## src/rtl/spi_pkg.sv

```systemverilog
// Shared types and constants for the SPI master and its clock generator.
package spi_pkg;

  typedef enum logic [1:0] {
    IDLE  = 2'd0,
    SETUP = 2'd1,
    XFER  = 2'd2,
    HOLD  = 2'd3
  } spi_state_t;

  // {cpol, cpha}
  localparam logic [1:0] SPI_MODE0 = 2'b00;
  localparam logic [1:0] SPI_MODE1 = 2'b01;
  localparam logic [1:0] SPI_MODE2 = 2'b10;
  localparam logic [1:0] SPI_MODE3 = 2'b11;

  localparam int SPI_DATA_W_DEF = 8;
  localparam int SPI_NUM_CS_DEF = 4;
  localparam int SPI_DIV_W_DEF  = 8;

endpackage

```

## src/rtl/spi_clk_gen.sv

```systemverilog
// Half-period down-counter: emits a one-cycle tick every clk_div+1 enabled cycles.
module spi_clk_gen #(
  parameter int DIV_W = 8
) (
  input  logic             clk,
  input  logic             rst_n,
  input  logic             load,
  input  logic             en,
  input  logic [DIV_W-1:0] load_val,
  input  logic [DIV_W-1:0] reload_val,
  output logic             tick
);

  logic [DIV_W-1:0] cnt;

  assign tick = en && (cnt == '0);

  always_ff @(posedge clk or negedge rst_n) begin
    if (!rst_n) begin
      cnt <= '0;
    end else if (load) begin
      cnt <= load_val;
    end else if (en) begin
      cnt <= tick ? reload_val : cnt - 1'b1;
    end
  end

endmodule

```

## src/rtl/spi_master_param.sv

```systemverilog
// Parametrised SPI master: one full-duplex MSB-first word per start, all four modes.
//
// state | meaning
// IDLE  | lines parked, waiting for start
// SETUP | cs_n asserted, one half-period before first sclk edge
// XFER  | 2*DATA_W sclk toggles, shift out / capture in
// HOLD  | one half-period after last edge, then release cs_n and pulse done
module spi_master_param
  import spi_pkg::*;
#(
  parameter int DATA_W = SPI_DATA_W_DEF,
  parameter int NUM_CS = SPI_NUM_CS_DEF,
  parameter int DIV_W  = SPI_DIV_W_DEF,
  parameter int CS_W   = (NUM_CS > 1) ? $clog2(NUM_CS) : 1
) (
  input  logic              clk,
  input  logic              rst_n,
  input  logic              start,
  input  logic [CS_W-1:0]   cs_sel,
  input  logic              cpol,
  input  logic              cpha,
  input  logic [DIV_W-1:0]  clk_div,
  input  logic [DATA_W-1:0] tx_data,
  output logic [DATA_W-1:0] rx_data,
  output logic              busy,
  output logic              done,
  output logic              sclk,
  output logic              mosi,
  input  logic              miso,
  output logic [NUM_CS-1:0] cs_n
);

  localparam int TGL_W = $clog2(2 * DATA_W + 1);
  localparam logic [TGL_W-1:0] TGL_LAST = TGL_W'(2 * DATA_W);

  spi_state_t state, state_nxt;

  logic              cpol_q, cpha_q;
  logic [DIV_W-1:0]  div_q;
  logic [DATA_W-1:0] tx_sh, rx_sh;
  logic [TGL_W-1:0]  tgl_cnt, tgl_k;
  logic [NUM_CS-1:0] cs_dec_n;
  logic              tick, accept, last_tgl, capture;

  assign accept   = (state == IDLE) && start;
  assign tgl_k    = tgl_cnt + 1'b1;
  assign last_tgl = (tgl_k == TGL_LAST);
  // Odd toggles are leading edges; cpha picks which edge kind samples miso.
  assign capture  = tgl_k[0] ^ cpha_q;

  always_comb begin
    cs_dec_n = '1;
    for (int i = 0; i < NUM_CS; i++) begin
      if (int'(cs_sel) == i) cs_dec_n[i] = 1'b0;
    end
  end

  spi_clk_gen #(.DIV_W(DIV_W)) u_clk_gen (
    .clk        (clk),
    .rst_n      (rst_n),
    .load       (accept),
    .en         (state != IDLE),
    .load_val   (clk_div),
    .reload_val (div_q),
    .tick       (tick)
  );

  always_ff @(posedge clk or negedge rst_n) begin
    if (!rst_n) state <= IDLE;
    else        state <= state_nxt;
  end

  always_comb begin
    state_nxt = state;
    case (state)
      IDLE:    if (start) state_nxt = SETUP;
      SETUP:   if (tick) state_nxt = XFER;
      XFER:    if (tick && last_tgl) state_nxt = HOLD;
      HOLD:    if (tick) state_nxt = IDLE;
      default: state_nxt = IDLE;
    endcase
  end

  always_ff @(posedge clk or negedge rst_n) begin
    if (!rst_n) begin
      sclk    <= 1'b0;
      mosi    <= 1'b0;
      cs_n    <= '1;
      busy    <= 1'b0;
      done    <= 1'b0;
      rx_data <= '0;
      cpol_q  <= 1'b0;
      cpha_q  <= 1'b0;
      div_q   <= '0;
      tx_sh   <= '0;
      rx_sh   <= '0;
      tgl_cnt <= '0;
    end else begin
      done <= 1'b0;
      case (state)
        IDLE: begin
          if (start) begin
            cpol_q  <= cpol;
            cpha_q  <= cpha;
            div_q   <= clk_div;
            // cpha=0 puts the MSB on mosi now, so the shifter starts one bit ahead.
            tx_sh   <= cpha ? tx_data : (tx_data << 1);
            sclk    <= cpol;
            busy    <= 1'b1;
            cs_n    <= cs_dec_n;
            tgl_cnt <= '0;
            if (!cpha) mosi <= tx_data[DATA_W-1];
          end else begin
            sclk <= cpol_q;
          end
        end
        XFER: begin
          if (tick) begin
            sclk    <= ~sclk;
            tgl_cnt <= tgl_k;
            if (capture) begin
              rx_sh <= {rx_sh[DATA_W-2:0], miso};
            end else if (!last_tgl) begin
              mosi  <= tx_sh[DATA_W-1];
              tx_sh <= tx_sh << 1;
            end
          end
        end
        HOLD: begin
          if (tick) begin
            cs_n    <= '1;
            rx_data <= rx_sh;
            done    <= 1'b1;
            busy    <= 1'b0;
            mosi    <= 1'b0;
          end
        end
        default: ;
      endcase
    end
  end

endmodule

```

## config.mk

```make
export PLATFORM = sky130hd
export DESIGN_NAME = spi_master_param
export DESIGN_NICKNAME = d
export VERILOG_FILES = /design/src/rtl/spi_pkg.sv /design/src/rtl/spi_clk_gen.sv /design/src/rtl/spi_master_param.sv
export SDC_FILE = /design/constraint.sdc
export NUM_CORES = 1
export LEC_CHECK = 0
export ABC_AREA = 1
export CAP_MARGIN = 25
export CORE_MARGIN = 1
export CORE_UTILIZATION = 31
export CTS_CLUSTER_DIAMETER = 50
export DETAILED_ROUTE_END_ITERATION = 12
export PLACE_DENSITY = 0.49
export SETUP_SLACK_MARGIN = 0.02
export SLEW_MARGIN = 20
export SYNTH_ARGS = -nofsm -noshare
export SYNTH_HDL_FRONTEND = slang
export SYNTH_SLANG_ARGS = --single-unit
```

## constraint.sdc

```tcl
create_clock -name clk -period 5.1 [get_ports clk]
set_input_delay 1.53 -clock clk [delete_from_list [all_inputs] [get_ports clk]]
set_output_delay 1.53 -clock clk [all_outputs]
set_load 0.02 [all_outputs]
```

# [Word-level counts from Yosys, hierarchy flattened]
# Cells that the tools add are included.
[op_classes] addsub=2 reduce_logical=20 n_bitwise=2 mux=38 n_eq_ne=15
[op_table] operator="$mux 8" n=8
[op_table] operator="$ne 2x2->1 const B" n=8
[op_table] operator="$pmux 8 s2" n=1
[op_table] operator="$mux 1" n=15
[op_table] operator="$mux 5" n=2
[op_table] operator="$pmux 5 s2" n=1
[op_table] operator="$reduce_and 3->1" n=3
[op_table] operator="$eq 2x2->1 const B" n=4
[op_table] operator="$logic_not 8->1" n=1
[op_table] operator="$mux 2" n=4
[op_table] operator="$mux 4" n=2
[op_table] operator="$pmux 2 s4" n=1
[op_table] operator="$pmux 4 s2" n=1
[op_table] operator="$reduce_bool 2->1" n=4
[op_table] operator="$sub 8x1->8 const B" n=1
[op_table] operator="$reduce_and 7->1" n=1
[op_table] operator="$reduce_and 2->1" n=3
[op_table] operator="$add 5x1->5 const B" n=1
[op_table] operator="$eq 5x5->1 const B" n=1
[op_table] operator="$reduce_and 5->1" n=1
[op_table] operator="$eq 2x1->1 const B" n=2
[op_table] operator="$logic_not 2->1" n=2
[op_table] operator="$pmux 1 s2" n=2
[op_table] operator="$reduce_and 4->1" n=1
[op_table] operator="other kinds (5)" n=7
[totals] regBits=57 wordCells=91 in_bits=24

# [Depth between registers and ports, before layout]
[logic_depth] depth_word=6 depth_mapped=13

# [Hierarchy]
# Synthesis repeated with hierarchy kept, for this count alone.
[hier_totals] cells_unflattened=398 area_unflattened_um2=3110.5
[by_module_without_submodules] mod="spi_master_param" seq_area_each_um2=1231.2 cells_per_inst=293 area_per_inst_um2=2417.3 n_inst=1
[by_module_without_submodules] mod="spi_clk_gen" seq_area_each_um2=200.2 cells_per_inst=105 area_per_inst_um2=693.2 n_inst=1

# [Worst setup path after synthesis]
# OpenSTA, ideal clock, no wires.
[synth_path] kind="input -> register" start="in start" end="reg state[0]" arrival_time_ps=2267 t_required_ps=5035 stages=7 path_slack_ps=2767 n_path_buf=0 path_cell_list="nor2_2 inv_1 nand2_1 nor2_1 nand2_1 nand2_1 nand2_1"
[synth_between] elab_chain_len=2
[synth_rtl] element="start: declaration" line_no="spi_master_param.sv:18" text="input logic start,"
[synth_rtl] element="$ne 2x2->1 (no line)"
[synth_rtl] element="$reduce_and 4->1 (no line)"
[synth_rtl] element="end signal: assignment" line_no="spi_master_param.sv:70" text="else state <= state_nxt;"
[synth_rtl] element="end: declaration" line_no="spi_master_param.sv:36" text="spi_state_t state, state_nxt;"
# Every way passes these cells.
# A chain may end at the register's enable or synchronous reset.

# [Worst setup path in the final report]
[layout_path] start="reg cs_n[3]" end="out cs_n[3]"
[layout_rtl] element="start: declaration" line_no="spi_master_param.sv:30" text="output logic [NUM_CS-1:0] cs_n"
[layout_rtl] element="start signal: assignment" line_no="spi_master_param.sv:110" text="cs_n <= cs_dec_n;"
# No word-level cell between the ends.

==> results.rst <==
.. list-table::
   :header-rows: 1

   * - Metric
     - Value
   * - Leakage power figure
     - approximately 1.7 nW
   * - Gate count after technology mapping
     - between 300 and 400
   * - Fin Hold WS
     - 0.4779 ns
   * - FF/Latch Area
     - between 0.001 and 0.0015 mm²
   * - Port Buffers
     - 39
   * - Clock sink count
     - 57
   * - Clock H-tree levels
     - 3
   * - Count of unique library cells instantiated by Yosys
     - 28
   * - CTS tree
     - done
   * - Ratio of cells with drive above 1 in the final layout
     - 9.135%
   * - Cell type with the largest total area after synthesis
     - sky130_fd_sc_hd__dfrtp_1
   * - Largest net degree at the start of global routing
     - 39
   * - Clock period minus final worst setup slack
     - 2.989 ns
   * - Area of the multi-input gates
     - approximately 0.0013 mm²
   * - Synthesized area per cell
     - roughly 8 µm²
   * - Critical register-to-register path startpoint
     - state[0]
   * - Root buf cell
     - sky130_fd_sc_hd__clkbuf_8
   * - Chip height
     - about 100 µm
   * - GR Util All Layers
     - between 10% and 20%
   * - Final count of hold timing violations
     - 0
   * - Kind of end point of the critical path
     - output pin
   * - Global placement routability congestion
     - around 0.79
   * - Max-slew violation count
     - 0
   * - Sum of buffers and inverters on the critical path
     - 1
   * - Share of the synthesized area in the top cell type
     - 44.99%
   * - Maximum clock insertion buffer count
     - 2
   * - Mapped cell area
     - 0.002948 mm²
   * - Reg-to-reg endpoint
     - tx_sh[6]
   * - Worst-path maximum fanout
     - 2
   * - Ant. Diodes
     - 0
   * - Aggregate routed wire length
     - 6655 µm
   * - Cell types with the largest area share after synthesis
     - sky130_fd_sc_hd__dfrtp_1, sky130_fd_sc_hd__nand2_1, sky130_fd_sc_hd__o21ai_0, sky130_fd_sc_hd__inv_1, sky130_fd_sc_hd__ha_1
   * - Count of hold buffers inserted by post-cts repair
     - 0
   * - Ratio of routed vias to standard cells
     - 4.453
   * - Worst setup path class
     - register to output pin
   * - Post-CTS resize count
     - 0
   * - First drt pass iteration count
     - 4
   * - Register bit count reported by yosys
     - between 50 and 60
   * - Max Cap Violations
     - 0
   * - Commonest cells after routing, fill and taps aside
     - sky130_fd_sc_hd__nand2_1, sky130_fd_sc_hd__dfrtp_1, sky130_fd_sc_hd__inv_1, sky130_fd_sc_hd__o21ai_0, sky130_fd_sc_hd__clkdlybuf4s50_1
   * - Final HPWL from detailed placement
     - 4740 µm
   * - Worst setup SP type
     - register
   * - Critical Path Slowest Stage Cell
     - sky130_fd_sc_hd__clkdlybuf4s50_1
   * - Hold path depth
     - 2
   * - Critical path data arrival time
     - around 1.5 ns
   * - First DRT Iteration DRCs
     - 108
   * - Largest stage delay on the critical path
     - 0.59 ns
   * - Setup repair after global routing missed its margin
     - no
   * - Setup clock skew after layout
     - between 0.009 and 0.01 ns
   * - Headroom to the max-slew limit
     - 41.41%
   * - Clock insertion delay at the later pin of the skew report
     - about 0.34 ns
   * - Layout overhead on the synthesized area
     - 23.56%
   * - Global-route wire length before repair
     - around 11000 µm
   * - List of cells traversed by the critical path
     - clkdlybuf4s50_1
   * - FF-to-FF path depth
     - 9
   * - Summed negative setup slack over all endpoints
     - 0 ns
   * - Count of antenna-violating nets left after detailed routing
     - 0
   * - Most common cell after layout, fill and taps aside
     - sky130_fd_sc_hd__nand2_1
   * - Status
     - completed
   * - Syn nets
     - between 400 and 500
   * - Post-CTS setup buffer count
     - 0
   * - Worst-path clk slew
     - 0.07 ns
   * - Min-delay src
     - tx_sh[2]
   * - Reg2reg setup slack
     - around 2.7 ns
   * - Seq/Total Area, Yosys
     - 48.56%
   * - Total power
     - just under 0.002 W
   * - Starting density of the core
     - between 30% and 40%
   * - Die span in x
     - about 100 µm
   * - Min-Delay Endpoint
     - tx_sh[2]
   * - Antenna violations before repair
     - 0
   * - Final design instance area without fill
     - around 0.0036 mm²
   * - Number of remaining DRC errors
     - 0
   * - Worst slew pin tran
     - 0.8788 ns
   * - Hold/Removal Path Class
     - register to register
   * - Number of warnings reported in the yosys synthesis log
     - 0
   * - Via count of the first global-routing pass
     - between 2000 and 2500
   * - Category of cells accounting for the largest share of critical-path delay
     - buffers and inverters
   * - Sum of overflow across all layers after global routing
     - 0
   * - Total I/O pin count
     - 40
   * - Worst IR Drop VDD
     - 0.0002367 V
   * - Post-Place Cell Area
     - 0.003437 mm²
   * - Final number of setup-violating endpoints
     - 0
   * - Highest achievable clock rate
     - about 330 MHz
   * - Portion of the clock cycle consumed by the worst path in the final layout
     - 58.61%
   * - Detailed-route via count
     - around 2400
   * - Count of nets after finishing
     - roughly 450
   * - Clock buffer count from CTS
     - 9
   * - Cell area power density
     - about 540 mW/mm²
   * - Core area
     - 0.009240 mm²
   * - Core Rows
     - 35
   * - Wire per inst
     - approximately 12 µm
   * - Required time worst endpoint
     - approximately 3.6 ns
   * - # fillers
     - about 1000
   * - Area of the die
     - between 0.009 and 0.01 mm²
[power breakdown]
group,internal (W),switching (W)
combinational,0.000301,0.000523
clock,0.000239,0.000196
sequential,0.000614,0.0000915
total,0.00115,0.000810
[tightest hold or removal path: stages, from the launching register on]
cell	delay (ns)
sky130_fd_sc_hd__dfrtp_1	0.35
sky130_fd_sc_hd__nand2_1	0.05
sky130_fd_sc_hd__nand2_1	0.05
[synth_stat cells]
cell and count:
sky130_fd_sc_hd__nand2_1 118, sky130_fd_sc_hd__dfrtp_1 53, sky130_fd_sc_hd__inv_1 41, sky130_fd_sc_hd__o21ai_0 40
sky130_fd_sc_hd__nand3_1 21, sky130_fd_sc_hd__nor2_1 21, sky130_fd_sc_hd__ha_1 10, sky130_fd_sc_hd__o21ai_1 10
sky130_fd_sc_hd__a21oi_1 9, sky130_fd_sc_hd__nor3_1 6, sky130_fd_sc_hd__buf_2 4, sky130_fd_sc_hd__dfstp_2 4
sky130_fd_sc_hd__nand2_4 4, sky130_fd_sc_hd__o211ai_1 4, sky130_fd_sc_hd__buf_6 3, sky130_fd_sc_hd__clkbuf_1 3
sky130_fd_sc_hd__nor2_4 3, sky130_fd_sc_hd__inv_2 2, sky130_fd_sc_hd__nand2_2 2, sky130_fd_sc_hd__nand4_1 2
sky130_fd_sc_hd__nor2_2 2, sky130_fd_sc_hd__xor2_1 2, sky130_fd_sc_hd__a21oi_2 1, sky130_fd_sc_hd__inv_8 1
sky130_fd_sc_hd__o2111ai_1 1, sky130_fd_sc_hd__o22ai_1 1, sky130_fd_sc_hd__o31ai_1 1, sky130_fd_sc_hd__or2_2 1
[final cells by class]
| type | instances | share of cell area, % |
|---|---|---|
| Clock buffer | 10 | 3.779 |
| Tap cell | 129 | 4.431 |
| Clock inverter | 6 | 1.855 |
| Timing Repair Buffer | 40 | 10.79 |
| Multi-Input combinational cell | 259 | 35.11 |
| Inverter | 44 | 4.741 |
| Sequential cell | 57 | 39.30 |
[worst max path at each step]
stage                     depth (start not counted)    start  endpoint  slack (ns)
after floorplan                                   7    start  state[0]        2.77
after global placement                            6    start   cs_n[2]        1.90
after detailed placement                          6    start   cs_n[1]        1.89
after CTS                                         1  cs_n[3]   cs_n[3]        2.09
after global routing                              6    start   cs_n[3]        2.00
final                                             1  cs_n[3]   cs_n[3]        2.11
[per-stage QoR]
| stage | utilization, % | worst slack (ns) | cells |
|---|---|---|---|
| 3_3_place_gp | 37.20 | 1.902 | 529 |
| 6_report | 39.42 | 2.111 | 545 |
| 2_1_floorplan | - | 2.767 | 370 |
| 4_1_cts | 39.42 | 2.086 | 545 |
| 3_5_place_dp | 37.20 | 1.887 | 529 |
| 5_1_grt | 39.42 | 2.000 | 545 |
[registers in the layout, indices dropped and copies added, names as in the netlist]
signal,flops
u_clk_gen.cnt,8
state,2
rx_data,8
done,1
tgl_cnt,5
rx_sh,8
busy,1
cs_n,4
cpol_q,1
mosi,1
cpha_q,1
div_q,8
sclk,1
tx_sh,8
[metal layers]
layer  routed length [µm]  part of all wire (%)  global-route usage (%)  vias up
met2                 3246                    49                   24.63       43
met5                    0                     0                       0        -
met3                  238                   3.6                   4.216        4
li1                     -                     -                       -     1265
met4                   37                  0.56                   3.733        0
met1                 3131                    47                   18.98     1115
[cell families (layout without fill, tap and decap cells)]
family	after synthesis	after routing	synth area share, %
buffers and inverters	54	100	8.065
xor gates and xnor gates	2	2	0.5943
and+or+nand+nor	180	180	26.44
adders and majority gates	10	10	4.244
DFF	57	57	48.56
AOI/OAI and AO/OA	67	67	12.10
Note: power is estimated with default switching activity, not from simulation.
